$ cat src/rtl/cc_bus_source_mux_reg_if.sv
// Bus bundle for the registered bus-source selector: channel data, index inputs,
// request/hold/clear controls and the registered result.
interface cc_bus_source_mux_reg_if #(
    parameter int DATAWIDTH_BUS                   = 4,
    parameter int NUM_CHANNELS                    = 12,
    parameter int DATAWIDTH_MUX_SELECTION_REG     = 5,
    parameter int DATAWIDTH_MUX_SELECTION_CONTROL = 6
) ();
    logic [NUM_CHANNELS*DATAWIDTH_BUS-1:0]    CC_MUX_data_InBUS;
    logic [DATAWIDTH_MUX_SELECTION_REG-1:0]     CC_MUX_registro_InBUS;
    logic [DATAWIDTH_MUX_SELECTION_CONTROL-1:0] CC_MUX_control_InBUS;
    logic                                       CC_MUX_selector_InBUS;
    logic                                       CC_MUX_valid_In;
    logic                                       CC_MUX_hold_In;
    logic                                       CC_MUX_clrErr_In;
    logic [DATAWIDTH_BUS-1:0]                   CC_MUX_data_OutBUS;
    logic                                       CC_MUX_valid_Out;
    logic [DATAWIDTH_MUX_SELECTION_CONTROL-1:0] CC_MUX_index_Out;
    logic                                       CC_MUX_err_Out;

    modport master (
        output CC_MUX_data_InBUS, CC_MUX_registro_InBUS, CC_MUX_control_InBUS,
        output CC_MUX_selector_InBUS, CC_MUX_valid_In, CC_MUX_hold_In, CC_MUX_clrErr_In,
        input  CC_MUX_data_OutBUS, CC_MUX_valid_Out, CC_MUX_index_Out, CC_MUX_err_Out
    );

    modport slave (
        input  CC_MUX_data_InBUS, CC_MUX_registro_InBUS, CC_MUX_control_InBUS,
        input  CC_MUX_selector_InBUS, CC_MUX_valid_In, CC_MUX_hold_In, CC_MUX_clrErr_In,
        output CC_MUX_data_OutBUS, CC_MUX_valid_Out, CC_MUX_index_Out, CC_MUX_err_Out
    );
endinterface

$ cat src/rtl/cc_bus_source_mux_reg.sv
// Registered bus-source selector: picks one packed channel by register or control
// index, with valid flag, hold/freeze mode and sticky out-of-range error.
module cc_bus_source_mux_reg #(
    parameter int DATAWIDTH_BUS                   = 4,
    parameter int NUM_CHANNELS                    = 12,
    parameter int DATAWIDTH_MUX_SELECTION_REG     = 5,
    parameter int DATAWIDTH_MUX_SELECTION_CONTROL = 6
) (
    input  logic                     CC_MUX_CLOCK_50,
    input  logic                     CC_MUX_RESET_InLow,
    cc_bus_source_mux_reg_if.slave   bus
);

    typedef enum logic [1:0] {
        ST_IDLE  = 2'd0,
        ST_DRIVE = 2'd1,
        ST_HELD  = 2'd2
    } state_t;

    // Returns channel[idx]; indices beyond the last channel yield zero.
    function automatic logic [DATAWIDTH_BUS-1:0] f_select_channel(
        input logic [NUM_CHANNELS*DATAWIDTH_BUS-1:0]    data,
        input logic [DATAWIDTH_MUX_SELECTION_CONTROL-1:0] idx
    );
        logic [DATAWIDTH_BUS-1:0] sel;
        sel = '0;
        for (int k = 0; k < NUM_CHANNELS; k++) begin
            if (32'(idx) == k) begin
                sel = data[k*DATAWIDTH_BUS +: DATAWIDTH_BUS];
            end
        end
        return sel;
    endfunction

    state_t                                     r_state;
    logic [DATAWIDTH_BUS-1:0]                   r_data_p1;
    logic                                       r_vld_p1;
    logic [DATAWIDTH_MUX_SELECTION_CONTROL-1:0] r_index_p1;
    logic                                       r_err_p1;

    logic [DATAWIDTH_MUX_SELECTION_CONTROL-1:0] w_index;
    logic                                       w_in_range;
    logic                                       w_load;
    logic [DATAWIDTH_BUS-1:0]                   w_sel_data;

    // A load happens in every state exactly when a request arrives without hold.
    assign w_index    = bus.CC_MUX_selector_InBUS
                        ? DATAWIDTH_MUX_SELECTION_CONTROL'(bus.CC_MUX_registro_InBUS)
                        : bus.CC_MUX_control_InBUS;
    assign w_in_range = (32'(w_index) < NUM_CHANNELS);
    assign w_load     = bus.CC_MUX_valid_In & ~bus.CC_MUX_hold_In;
    assign w_sel_data = f_select_channel(bus.CC_MUX_data_InBUS, w_index);

    // Stage p0 -> p1: sample selection into the output registers
    always_ff @(posedge CC_MUX_CLOCK_50 or negedge CC_MUX_RESET_InLow) begin
        if (!CC_MUX_RESET_InLow) begin
            r_state    <= ST_IDLE;
            r_data_p1  <= '0;
            r_vld_p1   <= 1'b0;
            r_index_p1 <= '0;
            r_err_p1   <= 1'b0;
        end else begin
            if (w_load) begin
                r_data_p1  <= w_sel_data;
                r_index_p1 <= w_index;
            end

            // Set beats clear when both happen on the same edge.
            if (w_load && !w_in_range) begin
                r_err_p1 <= 1'b1;
            end else if (bus.CC_MUX_clrErr_In) begin
                r_err_p1 <= 1'b0;
            end

            case (r_state)
                ST_IDLE: begin
                    if (w_load) begin
                        r_state  <= ST_DRIVE;
                        r_vld_p1 <= 1'b1;
                    end
                end
                ST_DRIVE: begin
                    if (bus.CC_MUX_hold_In) begin
                        r_state <= ST_HELD;
                    end
                end
                ST_HELD: begin
                    if (!bus.CC_MUX_hold_In) begin
                        r_state <= ST_DRIVE;
                    end
                end
                default: begin
                    r_state  <= ST_IDLE;
                    r_vld_p1 <= 1'b0;
                end
            endcase
        end
    end

    assign bus.CC_MUX_data_OutBUS = r_data_p1;
    assign bus.CC_MUX_valid_Out   = r_vld_p1;
    assign bus.CC_MUX_index_Out   = r_index_p1;
    assign bus.CC_MUX_err_Out     = r_err_p1;

endmodule

$ cat src/flat_wrapper.sv
// flat-port wrapper written by rule: the top's interface ports become plain ports
module cc_bus_source_mux_reg_flat 
#(
    parameter int DATAWIDTH_BUS                   = 4,
    parameter int NUM_CHANNELS                    = 12,
    parameter int DATAWIDTH_MUX_SELECTION_REG     = 5,
    parameter int DATAWIDTH_MUX_SELECTION_CONTROL = 6
)
  (CC_MUX_CLOCK_50, CC_MUX_RESET_InLow, bus_CC_MUX_data_InBUS, bus_CC_MUX_registro_InBUS, bus_CC_MUX_control_InBUS, bus_CC_MUX_selector_InBUS, bus_CC_MUX_valid_In, bus_CC_MUX_hold_In, bus_CC_MUX_clrErr_In, bus_CC_MUX_data_OutBUS, bus_CC_MUX_valid_Out, bus_CC_MUX_index_Out, bus_CC_MUX_err_Out);
  cc_bus_source_mux_reg_if #(.DATAWIDTH_BUS(DATAWIDTH_BUS), .NUM_CHANNELS(NUM_CHANNELS), .DATAWIDTH_MUX_SELECTION_REG(DATAWIDTH_MUX_SELECTION_REG), .DATAWIDTH_MUX_SELECTION_CONTROL(DATAWIDTH_MUX_SELECTION_CONTROL)) bus_i ();
  input  logic CC_MUX_CLOCK_50;
  input  logic CC_MUX_RESET_InLow;
  input wire logic [$bits(bus_i.CC_MUX_data_InBUS)-1:0] bus_CC_MUX_data_InBUS;
  input wire logic [$bits(bus_i.CC_MUX_registro_InBUS)-1:0] bus_CC_MUX_registro_InBUS;
  input wire logic [$bits(bus_i.CC_MUX_control_InBUS)-1:0] bus_CC_MUX_control_InBUS;
  input wire logic [$bits(bus_i.CC_MUX_selector_InBUS)-1:0] bus_CC_MUX_selector_InBUS;
  input wire logic [$bits(bus_i.CC_MUX_valid_In)-1:0] bus_CC_MUX_valid_In;
  input wire logic [$bits(bus_i.CC_MUX_hold_In)-1:0] bus_CC_MUX_hold_In;
  input wire logic [$bits(bus_i.CC_MUX_clrErr_In)-1:0] bus_CC_MUX_clrErr_In;
  output wire logic [$bits(bus_i.CC_MUX_data_OutBUS)-1:0] bus_CC_MUX_data_OutBUS;
  output wire logic [$bits(bus_i.CC_MUX_valid_Out)-1:0] bus_CC_MUX_valid_Out;
  output wire logic [$bits(bus_i.CC_MUX_index_Out)-1:0] bus_CC_MUX_index_Out;
  output wire logic [$bits(bus_i.CC_MUX_err_Out)-1:0] bus_CC_MUX_err_Out;
  assign bus_i.CC_MUX_data_InBUS = bus_CC_MUX_data_InBUS;
  assign bus_i.CC_MUX_registro_InBUS = bus_CC_MUX_registro_InBUS;
  assign bus_i.CC_MUX_control_InBUS = bus_CC_MUX_control_InBUS;
  assign bus_i.CC_MUX_selector_InBUS = bus_CC_MUX_selector_InBUS;
  assign bus_i.CC_MUX_valid_In = bus_CC_MUX_valid_In;
  assign bus_i.CC_MUX_hold_In = bus_CC_MUX_hold_In;
  assign bus_i.CC_MUX_clrErr_In = bus_CC_MUX_clrErr_In;
  assign bus_CC_MUX_data_OutBUS = bus_i.CC_MUX_data_OutBUS;
  assign bus_CC_MUX_valid_Out = bus_i.CC_MUX_valid_Out;
  assign bus_CC_MUX_index_Out = bus_i.CC_MUX_index_Out;
  assign bus_CC_MUX_err_Out = bus_i.CC_MUX_err_Out;
  cc_bus_source_mux_reg #(.DATAWIDTH_BUS(DATAWIDTH_BUS), .NUM_CHANNELS(NUM_CHANNELS), .DATAWIDTH_MUX_SELECTION_REG(DATAWIDTH_MUX_SELECTION_REG), .DATAWIDTH_MUX_SELECTION_CONTROL(DATAWIDTH_MUX_SELECTION_CONTROL)) u_core (.CC_MUX_CLOCK_50(CC_MUX_CLOCK_50), .CC_MUX_RESET_InLow(CC_MUX_RESET_InLow), .bus(bus_i));
endmodule
$ cat config.mk
export PLATFORM = sky130hd
export DESIGN_NAME = cc_bus_source_mux_reg_flat
export DESIGN_NICKNAME = d
export VERILOG_FILES = /design/src/rtl/cc_bus_source_mux_reg_if.sv /design/src/rtl/cc_bus_source_mux_reg.sv /design/src/flat_wrapper.sv
export SDC_FILE = /design/constraint.sdc
export NUM_CORES = 1
export LEC_CHECK = 0
export CAP_MARGIN = 5
export CORE_MARGIN = 5
export CORE_UTILIZATION = 25
export CTS_BUF_LIST = sky130_fd_sc_hd__clkbuf_8
export DETAILED_ROUTE_END_ITERATION = 10
export PLACE_DENSITY = 0.55
export SYNTH_ARGS = -nofsm -noshare
export SYNTH_HDL_FRONTEND = slang
export SYNTH_SLANG_ARGS = --single-unit
$ cat constraint.sdc
create_clock -name CC_MUX_CLOCK_50 -period 1.5 [get_ports CC_MUX_CLOCK_50]
set_clock_uncertainty 0.05 [all_clocks]
set_input_delay 0.225 -clock CC_MUX_CLOCK_50 [delete_from_list [all_inputs] [get_ports CC_MUX_CLOCK_50]]
set_output_delay 0.225 -clock CC_MUX_CLOCK_50 [all_outputs]
set_load 0.1 [all_outputs]
### Word-level counts from Yosys, hierarchy flattened

Index checks and enable logic that the tools add are counted.

| word-level totals | value |
|---|---|
| bits in registers | 14 |
| bits of input ports | 65 |
| output and inout bits | 12 |
| word-level logic and storage cells | 54 |

| operators by class | value |
|---|---|
| order comparisons | 1 |
| equal/unequal tests | 16 |
| mux-type cells | 21 |
| bitwise operators | 3 |
| reduce and logical (&&, ||, !) cells | 8 |

Operators by type and width:

| operator | count |
|---|---|
| $mux W4 | 12 |
| $eq A6 B3 Y1 const B | 4 |
| $eq A6 B4 Y1 const B | 4 |
| $eq A6 B2 Y1 const B | 2 |
| $eq A6 B1 Y1 const B | 1 |
| $logic_not A6 Y1 | 1 |
| $lt A6 B4 Y1 const B | 1 |
| $mux W2 | 3 |
| $mux W6 | 1 |
| $pmux W2 S3 | 1 |
| $ne A2 B2 Y1 const B | 2 |
| $mux W1 | 3 |
| $reduce_and A3 Y1 | 1 |
| $eq A2 B1 Y1 const B | 1 |
| $eq A2 B2 Y1 const B | 1 |
| $logic_not A2 Y1 | 1 |
| $ne A2 B1 Y1 const B | 1 |
| $not A1 Y1 | 2 |
| $pmux W1 S2 | 1 |
| $reduce_and A2 Y1 | 1 |
| $reduce_bool A2 Y1 | 1 |
| $reduce_or A2 Y1 | 1 |
| $and A1 B1 Y1 | 1 |
| $logic_and A1 B1 Y1 | 1 |
| $logic_not A1 Y1 | 1 |

### Depth between registers and ports, before layout

Gate-level depths: netlist of the first run.

| logic depth | value |
|---|---|
| depth in word-level cells | 14 |
| gate-level depth with buffers | 8 |
| depth with buffers taken out | 6 |

### Worst setup path before layout of the first run

Ideal clock, no wire load.

| timing | value |
|---|---|
| kind | input port to flip-flop |
| from | input bus_CC_MUX_selector_InBUS |
| to | register u_core.r_data_p1[0] (netlist: u_core.bus.CC_MUX_data_OutBUS[0]) |
| setup time | 0.128 ns |
| data arrival time | 1.474 ns |
| required time | 1.322 ns |
| path slack | -0.152 ns |
| cell stages on the path | 8 |
| path buffers | 2 |
| path through | buf_6 -> and3b_1 -> or2_1 -> buf_6 -> and4_1 -> a221o_1 -> mux2i_1 -> o21ai_1 |

| between the ends | value |
|---|---|
| cells in the longest elaborated chain, start to end | 14 |
| elaborated cells on any way between the ends | 25 |
| classes of those cells | eq/ne (11); mux (13); reduce/logical (1) |

Ends and longest elaborated chain:

| element | RTL line | RTL |
|---|---|---|
| start, declared | flat_wrapper.sv:16 | `input wire logic [$bits(bus_i.CC_MUX_selector_InBUS)-1:0] bus_CC_MUX_selector_InBUS;` |
| $mux W6 * | cc_bus_source_mux_reg.sv:48 | `? DATAWIDTH_MUX_SELECTION_CONTROL'(bus.CC_MUX_registro_InBUS)` |
| $logic_not A6 Y1 | cc_bus_source_mux_reg.sv:28 | `if (32'(idx) == k) begin` |
| $mux W4 (11 in a row) | cc_bus_source_mux_reg.sv:28 |  |
| $mux W4 * | cc_bus_source_mux_reg.sv:28 |  |
| end signal, assigned | cc_bus_source_mux_reg.sv:64 | `r_data_p1 <= w_sel_data;` |
| end, declared | cc_bus_source_mux_reg.sv:36 | `logic [DATAWIDTH_BUS-1:0] r_data_p1;` |

Mark *: on every way between the ends. The rest lies on a longest branch, timed or not.
A chain may end at the register's enable or synchronous reset.

### Worst setup path in the final report of the first run

| timing | value |
|---|---|
| from | input bus_CC_MUX_control_InBUS[2] |
| to | register u_core.r_data_p1[3] (netlist: u_core.bus.CC_MUX_data_OutBUS[3]) |

| between the ends | value |
|---|---|
| cells in the longest elaborated chain, start to end | 14 |
| elaborated cells on any way between the ends | 25 |
| classes of those cells | eq/ne (11); mux (13); reduce/logical (1) |

Ends and longest elaborated chain:

| element | RTL line | RTL |
|---|---|---|
| start, declared | flat_wrapper.sv:15 | `input wire logic [$bits(bus_i.CC_MUX_control_InBUS)-1:0] bus_CC_MUX_control_InBUS;` |
| $mux W6 * | cc_bus_source_mux_reg.sv:48 |  |
| $logic_not A6 Y1 | cc_bus_source_mux_reg.sv:28 |  |
| $mux W4 (11 in a row) | cc_bus_source_mux_reg.sv:28 |  |
| $mux W4 * | cc_bus_source_mux_reg.sv:28 |  |

Marks and branches as above.

==> qor.yml, run 1 <==
critical_path:
  r2r-start: "u_core.r_state[1]"
  rrSetupSlack_ps: 120
  cp-startpoint: "bus_CC_MUX_control_InBUS[2]"
  r2r.worst_path.cells: 5
  crit_type: "input port to flip-flop"
  arrival_ps: 1640
  end_kind: "flip-flop"
  path_max_fanout: 7
  reg2reg_to: "u_core.r_state[0]"
  cp-start-kind: "input port"
  required_ps: 1580
power_and_ir_drop:
  switching_share: 0.427
  power_leakage_nw: 1.26
  peakVddDrop_uv: 810
  combPwrFrac: 0.623
  p_int_mw: 1.37
  switchingPower_mw: 1.02
  power_per_cell_area_mw_per_mm2: 800
  pwr-share-seq: 0.221
  power.total_mw: 2.39
  clkPwrFrac: 0.156
placement:
  place_congestion: 0.816
  dp_hpwl_um: 4490
  dpl.cell_count: 359
  placed_area_mm2: 0.00266
  io_buffers: 76
run:
  maxCapViolations: 0
synth:
  ys_async_sr_fraction: 1.00
  syn_avg_cell_area_um2: 8.00
  synth_edf_count: 0
  ys_ff_latch: 14
  yosysWarnings: 0
  synth_nets: 253
  ys_types: 47
  yosysSeqAreaShare: 0.238
  synth_ff_type: "dfrtp_1"
  syn_area_mm2: 0.00147
  syn_inst: 184
global_route:
  overflow: 0
  antenna_found_initial: 0
  met3_usage: 0.0304
  grt_pass1_wl_um: 8780
  top_usage_layer: "met2"
  grt_max_degree: 15
  grt_util_met2: 0.243
  grt_pass1_vias: 1851
  grt_usage: 0.144
  grt_use_met1: 0.193
sta:
  period_share: 1.04
  hold_slack_ps: 261
  max_freq_mhz: 639
  hold_violations: 0
  setup_tns_ps: -125
  rsz0062_at_grt: "yes"
  worstMarginPinSlew_ps: 425
  slew_headroom: 0.709
  period_needed_ps: 1560
  finalSetupViolations: 4
  finalMaxSlewViolations: 0
  setup_slack_ps: -64.7
route:
  antenna_left: 0
  vias_per_cell: 4.91
  finalWirelength_um: 5640
  vias: 1838
  avgRoutedWirePerCell_um: 15.1
  drcViolationCount: 0
  drt-initial-drc-count: 95
  first_pass_iters: 4
layout:
  drive_gt1_frac: 0.344
  syn2layout_area_growth_pct: 103
  fillerInstances: 559
  num_antenna_cells: 0
  multiInputGateArea_mm2: 0.00122
  finalNonFillerCells: 374
  postLayoutCellArea_mm2: 0.00299
  regArea_um2: 350
  fin_nets: 369
clock_tree:
  cts_sinks: 14
  clkLatencyLatePin_ps: 240
  hold_buffers: 0
  cts_tree: "built"
  clk_pin_slew_ps: 60
  clockRootBuffer: "clkbuf_8"
  clock_path_buffers: 2
  cts_made_buffers: 3
  htree_levels: 1
floorplanning:
  coreArea_mm2: 0.00582
  placementRows: 28
  fp.dieH_um: 86.7
  start_util: 0.253
  ios: 77
  die_x_um: 86.7
  dieArea_mm2: 0.00752
worst_hold_path:
  hold_class: "input port to async pin"
outcome:
  violations: "setup timing"
  status: "complete, but fails checks"
[layout by cell type, fill, tap and decap left out, drive strengths merged, types with 3 or more instances in the layout]
master / count
dfrtp: 14
clkdlybuf4s50: 52
nand2b: 3
or2: 3
a222oi: 3
inv: 3
mux2: 3
and4: 3
nor2b: 7
a21boi: 3
o22ai: 13
clkdlybuf4s15: 5
a221o: 4
nand2: 24
a32oi: 4
nor2: 17
mux2i: 13
o21ai: 16
buf: 60
a2bb2oi: 3
ha: 4
a21oi: 12
clkbuf: 6
[stage by stage]
step / utilization / setup WS (ps)
floorplan: - / -88.0
global placement: 0.457 / -747
detailed placement: 0.457 / -806
CTS: 0.503 / -43.7
global route: 0.514 / -121
finish: 0.514 / -64.7
[layout make-up]
cell class                      count  area share
Tap cell                           75      0.0314
Timing Repair Buffer              121       0.421
Sequential cell                    14       0.117
Multi-Input combinational cell    157       0.409
Clock buffer                        4      0.0184
Inverter                            3     0.00376
[cells in the mapped netlist, types with 2 or more instances]
cell type	instances	area [um^2]
o22ai_1	13	81.3
nand2b_1	3	18.8
a31oi_1	2	12.5
buf_6	3	33.8
a32oi_1	4	35.0
a221o_1	4	40.0
o21ai_1	3	15.0
a21oi_1	9	45.0
o21ai_0	13	65.1
a222oi_1	3	30.0
or2_1	2	12.5
dfrtp_1	14	350
mux2i_1	12	120
a21oi_2	3	26.3
clkbuf_1	3	11.3
a21o_1	2	15.0
buf_4	4	30.0
and4_1	3	26.3
nor3_1	2	10.0
nor2_1	17	63.8
a21boi_0	2	15.0
nand2_1	24	90.1
a2bb2oi_1	3	26.3
ha_1	4	50.1
inv_1	3	11.3
nor2b_1	7	43.8
a22oi_1	2	15.0
[per-layer routing]
layer / part of all wire / wire [um]
met1: 0.46 / 2570
met5: 0 / 0
met3: 0.070 / 396
met2: 0.47 / 2670
met4: 0 / 0
[worst max-delay path by stage]
stage                                       endpoint  slack [ps]  cells past startpoint
CTS                 u_core.bus.CC_MUX_data_OutBUS[3]         -40                      9
finish              u_core.bus.CC_MUX_data_OutBUS[3]         -60                      6
global route        u_core.bus.CC_MUX_data_OutBUS[3]        -120                     10
detailed placement  u_core.bus.CC_MUX_data_OutBUS[3]        -810                      7
global placement    u_core.bus.CC_MUX_data_OutBUS[1]        -750                      9
floorplan           u_core.bus.CC_MUX_data_OutBUS[0]         -90                      8
[critical path, stage by stage]
cell           delay (ps)
dlygate4sd2_1         290
nor2b_1               180
mux2_4                330
a222oi_1              310
a21boi_2              220
o21ai_1                90
[registers in the layout, indices dropped and copies added (netlist names)]
name	count
u_core.bus.CC_MUX_err_Out	1
u_core.bus.CC_MUX_data_OutBUS	4
u_core.r_state	2
u_core.bus.CC_MUX_valid_Out	1
u_core.bus.CC_MUX_index_Out	6
[kinds of logic (layout without fill, tap and decap cells)]
group,after synthesis,in the layout,share of synthesized area
compound gates,72,72,0.338
buf+inv,14,128,0.0621
flops,14,14,0.238
mux,15,16,0.109
fa+ha+maj,4,4,0.0340
simple gates,65,65,0.219
[power by group through the flow]
stage	combinational (mW)	sequential (mW)	clock, mW
2_1_floorplan	0.429	0.886	0
3_3_place_gp	1.39	0.534	0
3_5_place_dp	1.40	0.540	0
4_1_cts	1.47	0.532	0.380
5_1_grt	1.59	0.538	0.404
6_report	1.49	0.530	0.372
[timing repair]
action	in CTS	in global routing
pin swaps	17	13
gates resized for setup	58	24
gates cloned	2	0
setup buffers	7	2
setup endpoints to repair	4	5
No activity file was read; power rests on OpenSTA's default activity.
==> inputs of run 2 (changes only) <==
Settings changed: CORE_MARGIN 5 to 4.
==> run 2 against run 1 <==
The flow still finishes with violations (setup timing). Count of clock-buffer cells in the layout stayed put. Utilization is 3.0 points higher. Clock power is 1% lower. Critical path type unchanged. Largest cell class unchanged. Largest power group unchanged.
==> qor.yml, run 2 (synthesis results as in run 1) <==
outcome:
  status: "complete, but fails checks"
  violations: "setup timing"
placement:
  dpl.cell_count: 358  # -0.28%
  pre_cts_slack_ps: -779  # +26.7 ps
  io_buffers: 76  # unchanged
  place_congestion: 0.780  # -4.4%
  dp_hpwl_um: 4560  # +1.6%
power_and_ir_drop:
  power_leakage_nw: 1.27  # +1.4%
  combPwrFrac: 0.632  # +0.009
  power_per_cell_area_mw_per_mm2: 798  # -0.18%
  clkPwrFrac: 0.151  # -0.005
  peakVddDrop_uv: 724  # -11%
  p_int_mw: 1.40  # +2.5%
  pwr-share-seq: 0.217  # -0.004
  power.total_mw: 2.44  # +1.9%
  switching_share: 0.424  # -0.00340
  switchingPower_mw: 1.03  # +1.1%
critical_path:
  slowest_delay_ps: 330  # about the same
  path_max_fanout: 5  # -2
  end_kind: "flip-flop"
  cp-start-kind: "input port"
  required_ps: 1580  # about the same
  r2r-start: "u_core.r_state[1]"
  crit_type: "input port to flip-flop"
  arrival_ps: 1670  # +30 ps
  cp-startpoint: "bus_CC_MUX_selector_InBUS"
  path_common_cell: "buf_12"
  r2r.worst_path.cells: 5  # unchanged
  crit_slowest_cell: "a222oi_1"
  crit_chain: "buf_12 -> buf_12 -> and3b_2 -> nor2_4 -> buf_6 -> o22ai_2 -> a222oi_1 -> a21boi_2 -> o21ai_1"
route:
  finalWirelength_um: 5830  # +3.4%
  antenna_left: 0  # unchanged
  drcViolationCount: 0  # unchanged
  vias: 1899  # +3.3%
  drt-initial-drc-count: 78  # -18%
  avgRoutedWirePerCell_um: 15.6  # +3.7%
  first_pass_iters: 4  # unchanged
  vias_per_cell: 5.09  # +3.6%
sta:
  setup_slack_ps: -93.2  # -28.5 ps
  worstMarginPinSlew_ps: 354  # -71.3 ps
  finalMaxSlewViolations: 0  # unchanged
  hold_violations: 0  # unchanged
  period_share: 1.06  # +0.0190
  period_needed_ps: 1590  # +28.5 ps
  hold_slack_ps: 250  # -10.2 ps
  finalSetupViolations: 4  # unchanged
  slew_headroom: 0.758  # +0.0488
  rsz0062_at_grt: "yes"
  max_freq_mhz: 628  # -1.8%
floorplanning:
  fp.dieH_um: 84.7  # -2.3%
  coreArea_mm2: 0.00561  # -3.6%
  start_util: 0.262  # +0.00937
  dieArea_mm2: 0.00718  # -4.6%
  ios: 77  # unchanged
  die_x_um: 84.7  # -2.3%
  placementRows: 27  # -3.6%
clock_tree:
  clockRootBuffer: "clkbuf_8"
  clock_path_buffers: 2  # unchanged
  clk_pin_slew_ps: 60  # about the same
  cts_made_buffers: 3  # unchanged
  htree_levels: 1  # unchanged
  cts_tree: "built"
  hold_buffers: 0  # unchanged
  clkLatencyLatePin_ps: 240  # about the same
  cts_sinks: 14  # unchanged
layout:
  largest_register_ffs: 6  # unchanged
  syn2layout_area_growth_pct: 108
  drive_gt1_frac: 0.346  # +0.00103
  regArea_um2: 350  # unchanged
  num_antenna_cells: 0  # unchanged
  finalNonFillerCells: 373  # -0.27%
  multiInputGateArea_mm2: 0.00123  # +0.61%
  final_core_util: 0.545  # +0.0302
  fillerInstances: 545  # -2.5%
  layout_common_cells: "52 x clkdlybuf4s50_1, 37 x buf_4, 24 x nand2_1, 15 x nor2_1"
  final_common_cell: "clkdlybuf4s50_1"
  fin_nets: 371  # +0.54%
global_route:
  grt_pass1_vias: 1885  # +1.8%
  overflow: 0  # unchanged
  antenna_found_initial: 0  # unchanged
  grt_pass1_wl_um: 9400  # +7.2%
  grt_usage: 0.159  # +0.0153
  grt_max_degree: 15  # unchanged
worst_hold_path:
  hold_class: "input port to async pin"
run:
  maxCapViolations: 0  # unchanged
-- run 2: cell count changes in the layout (fill, tap and decap cells not counted), moves of 3 or more --
cell / previous run / this run
clkdlybuf4s15_2: 2 / 5
mux2i_4: 0 / 3
o21ai_1: 4 / 7
o21ai_2: 3 / 0
o22ai_1: 6 / 9
o22ai_2: 7 / 2
-- run 2: power by group through the flow --
stage                     Combinational [mW]  Sequential (mW)  Clock (mW)
after floorplan                        0.429            0.886           0
after global placement                  1.39            0.535           0
after detailed placement                1.41            0.541           0
after CTS                               1.52            0.533       0.376
after global routing                    1.62            0.542       0.400
final                                   1.54            0.530       0.368
-- run 2: final timing paths --
check / end / slack, ps
max reg2reg: u_core.r_state[0] / 60
min: u_core.bus.CC_MUX_index_Out[3] / 250
min in group CC_MUX_CLOCK_50: u_core.bus.CC_MUX_index_Out[5] / 390
max: u_core.bus.CC_MUX_data_OutBUS[1] / -90
max in group asynchronous: u_core.bus.CC_MUX_data_OutBUS[3] / 980
min reg2reg: u_core.bus.CC_MUX_index_Out[3] / 490
-- run 2: layer usage --
layer	track usage	routed length, um
met1	0.199	2490
met5	0	0
met4	0.0475	123
met2	0.278	2770
met3	0.0285	442
-- run 2: per-stage QoR --
| stage | TNS, ps | cell area [um^2] |
|---|---|---|
| 4_1_cts | -245 | 3040 |
| 5_1_grt | -495 | 3050 |
| 6_report | -248 | 3050 |
| 2_1_floorplan | -335 | 1500 |
| 3_5_place_dp | -3680 | 2670 |
| 3_3_place_gp | -3470 | 2670 |
-- run 2: critical path: cells and delay by family --
| family | cells | cell delay, ps |
|---|---|---|
| buf+inv | 3 | 380 |
| compound gates | 4 | 710 |
| simple gates | 2 | 360 |
-- run 2: what timing repair did --
action,4_1_cts,5_1_grt
resized for setup,78,10
pin swaps,16,7
cloned,4,0
buffers inserted,6,2
endpoints found under the setup margin,5,5
-- run 2: area by class of cell --
| cell class | instances | area share |
|---|---|---|
| multi-input combinational | 157 | 0.403 |
| sequential | 14 | 0.115 |
| clock buffer | 4 | 0.0180 |
| timing repair buffer | 123 | 0.431 |
| tap | 72 | 0.0295 |
| inverter | 3 | 0.00369 |
==> inputs of run 3 (changes only) <==
Settings changed: CTS_CLUSTER_DIAMETER set to 50, GPL_TIMING_DRIVEN set to 0.
==> run 3 against run 2 <==
The flow now finishes without violations. Power is 8.3% lower. Critical path type unchanged. Global-route usage is 0.57 points lower. Largest cell class is now multi-input gates. Critical endpoint is now u_core.bus.CC_MUX_data_OutBUS[3]. First-iteration DRC count decreased by 26%. Design area down 8.9%. Sequential power shrank 5.1%. Die area is the same. Clock power is 1% higher. Largest power group unchanged.
==> qor.yml, run 3 (synthesis results as in run 1) <==
sta:
  finalSetupViolations: 0  # -4
  worstMarginPinSlew_ps: 633  # +279 ps
  period_share: 0.980  # -0.0819
  hold_violations: 0  # unchanged
  rsz0062_at_grt: "yes"
  slew_headroom: 0.577  # -0.181
  period_needed_ps: 1470  # -123 ps
  setup_slack_ps: 29.6  # +123 ps
  max_freq_mhz: 680  # +8.4%
  finalMaxSlewViolations: 0  # unchanged
layout:
  final_common_cell: "clkdlybuf4s50_1"
  drive_gt1_frac: 0.339  # -0.00629
  largest_register_ffs: 6  # unchanged
  layout_common_cells: "51 x clkdlybuf4s50_1, 22 x nand2_1, 18 x buf_4, 14 x nor2_1, 14 x dfrtp_1"
  final_core_util: 0.496  # -0.0484
  num_antenna_cells: 0  # unchanged
  syn2layout_area_growth_pct: 89.1
  fin_nets: 353  # -4.9%
  fillerInstances: 573  # +5.1%
global_route:
  grt_usage: 0.154  # -0.00567
  grt_pass1_vias: 1854  # -1.6%
  grt_max_degree: 15  # unchanged
  antenna_found_initial: 0  # unchanged
  grt_pass1_wl_um: 9160  # -2.6%
  overflow: 0  # unchanged
floorplanning:
  fp.dieH_um: 84.7  # unchanged
  dieArea_mm2: 0.00718  # unchanged
  placementRows: 27  # unchanged
  die_x_um: 84.7  # unchanged
  coreArea_mm2: 0.00561  # unchanged
  start_util: 0.262  # unchanged
  ios: 77  # unchanged
critical_path:
  r2r.worst_path.cells: 5  # unchanged
  cp-start-kind: "input port"
  end_kind: "flip-flop"
  r2r-start: "u_core.r_state[1]"
  endpoint: "u_core.bus.CC_MUX_data_OutBUS[3]"
  cp-startpoint: "bus_CC_MUX_selector_InBUS"
  path_max_fanout: 5  # unchanged
  required_ps: 1620  # +40 ps
  rrSetupSlack_ps: 160  # +100 ps
  crit_type: "input port to flip-flop"
  reg2reg_to: "u_core.r_state[0]"
  arrival_ps: 1590  # -80 ps
power_and_ir_drop:
  peakVddDrop_uv: 835  # +15%
  power_leakage_nw: 1.14  # -10%
  power_per_cell_area_mw_per_mm2: 803  # +0.61%
placement:
  pre_cts_slack_ps: -795  # -15.6 ps
  place_congestion: 0.803  # +3.0%
  io_buffers: 74  # -2.6%
  dp_hpwl_um: 4240  # -7.2%
route:
  avgRoutedWirePerCell_um: 15.9  # +1.6%
  vias_per_cell: 5.11  # +0.42%
  finalWirelength_um: 5630  # -3.3%
  drt-initial-drc-count: 58  # -26%
  first_pass_iters: 4  # unchanged
  vias: 1815  # -4.4%
  drcViolationCount: 0  # unchanged
  antenna_left: 0  # unchanged
clock_tree:
  clkLatencyLatePin_ps: 240  # about the same
  clock_path_buffers: 2  # unchanged
  htree_levels: 1  # unchanged
  cts_made_buffers: 3  # unchanged
  cts_tree: "built"
  hold_buffers: 0  # unchanged
  clockRootBuffer: "clkbuf_8"
  clk_pin_slew_ps: 60  # about the same
  cts_sinks: 14  # unchanged
worst_hold_path:
  hold_class: "input port to flip-flop"
  min-delay-start: "bus_CC_MUX_registro_InBUS[1]"
outcome:
  status: "completed"
run:
  maxCapViolations: 0  # unchanged
## run 3: stage by stage
stage	power, mW	setup TNS (ps)	hold WS (ps)	instances	cell area [um^2]
5_1_grt	2.36	-72.4	263	355	2780
3_3_place_gp	1.71	-7750	404	330	2330
4_1_cts	2.16	-3.09	251	342	2610
2_1_floorplan	1.31	-335	-121	184	1500
3_5_place_dp	1.73	-8050	412	330	2330
6_report	2.24	0	225	355	2780
## run 3: worst min-delay path by stage
stage / endpoint / slack (ps) / cells after the start
after detailed placement: u_core.bus.CC_MUX_index_Out[5] / 410 / 2
after global routing: u_core.bus.CC_MUX_index_Out[5] / 260 / 3
after global placement: u_core.bus.CC_MUX_index_Out[5] / 400 / 2
after floorplan: u_core.bus.CC_MUX_data_OutBUS[0] / -120 / 0
final: u_core.bus.CC_MUX_index_Out[1] / 220 / 3
after CTS: u_core.bus.CC_MUX_index_Out[5] / 250 / 3
## run 3: cell type report
| type | count | area [um^2] | area share |
|---|---|---|---|
| flip-flops and latches | 14 | 350 | 0.126 |
| inverters | 3 | 11.3 | 0.00405 |
| clock buffers | 4 | 55.1 | 0.0198 |
| repair buffers | 95 | 912 | 0.328 |
| multi-input cells | 156 | 1250 | 0.450 |
| well taps | 72 | 90.1 | 0.0324 |
| plain buffers | 11 | 111 | 0.0400 |
## run 3: power breakdown
group	switching (mW)	internal, mW
combinational	0.812	0.548
clock	0.140	0.233
sequential	0.0479	0.455
## run 3: what timing repair did
action | CTS | global route
buffers inserted | 6 | 13
pin swaps | 13 | 15
cloned | 2 | 0
resized for setup | 109 | 43
setup endpoints to repair | 22 | 9
## run 3: worst max-delay path, cell delays in order
cell and delay (ps):
buf_12 110, buf_4 130, nor4b_4 280, nor2_4 100
buf_6 140, or2_4 270, o22ai_2 130, a21boi_2 80
o21ai_1 120
## run 3: layer usage
layer  global-route usage  part of all wire  up-vias
met5                    0                 0        -
met4               0.0403            0.0092        0
met3               0.0304             0.070        4
met2                0.255              0.48       64
met1                0.203              0.44      845
li1                     -                 -      902
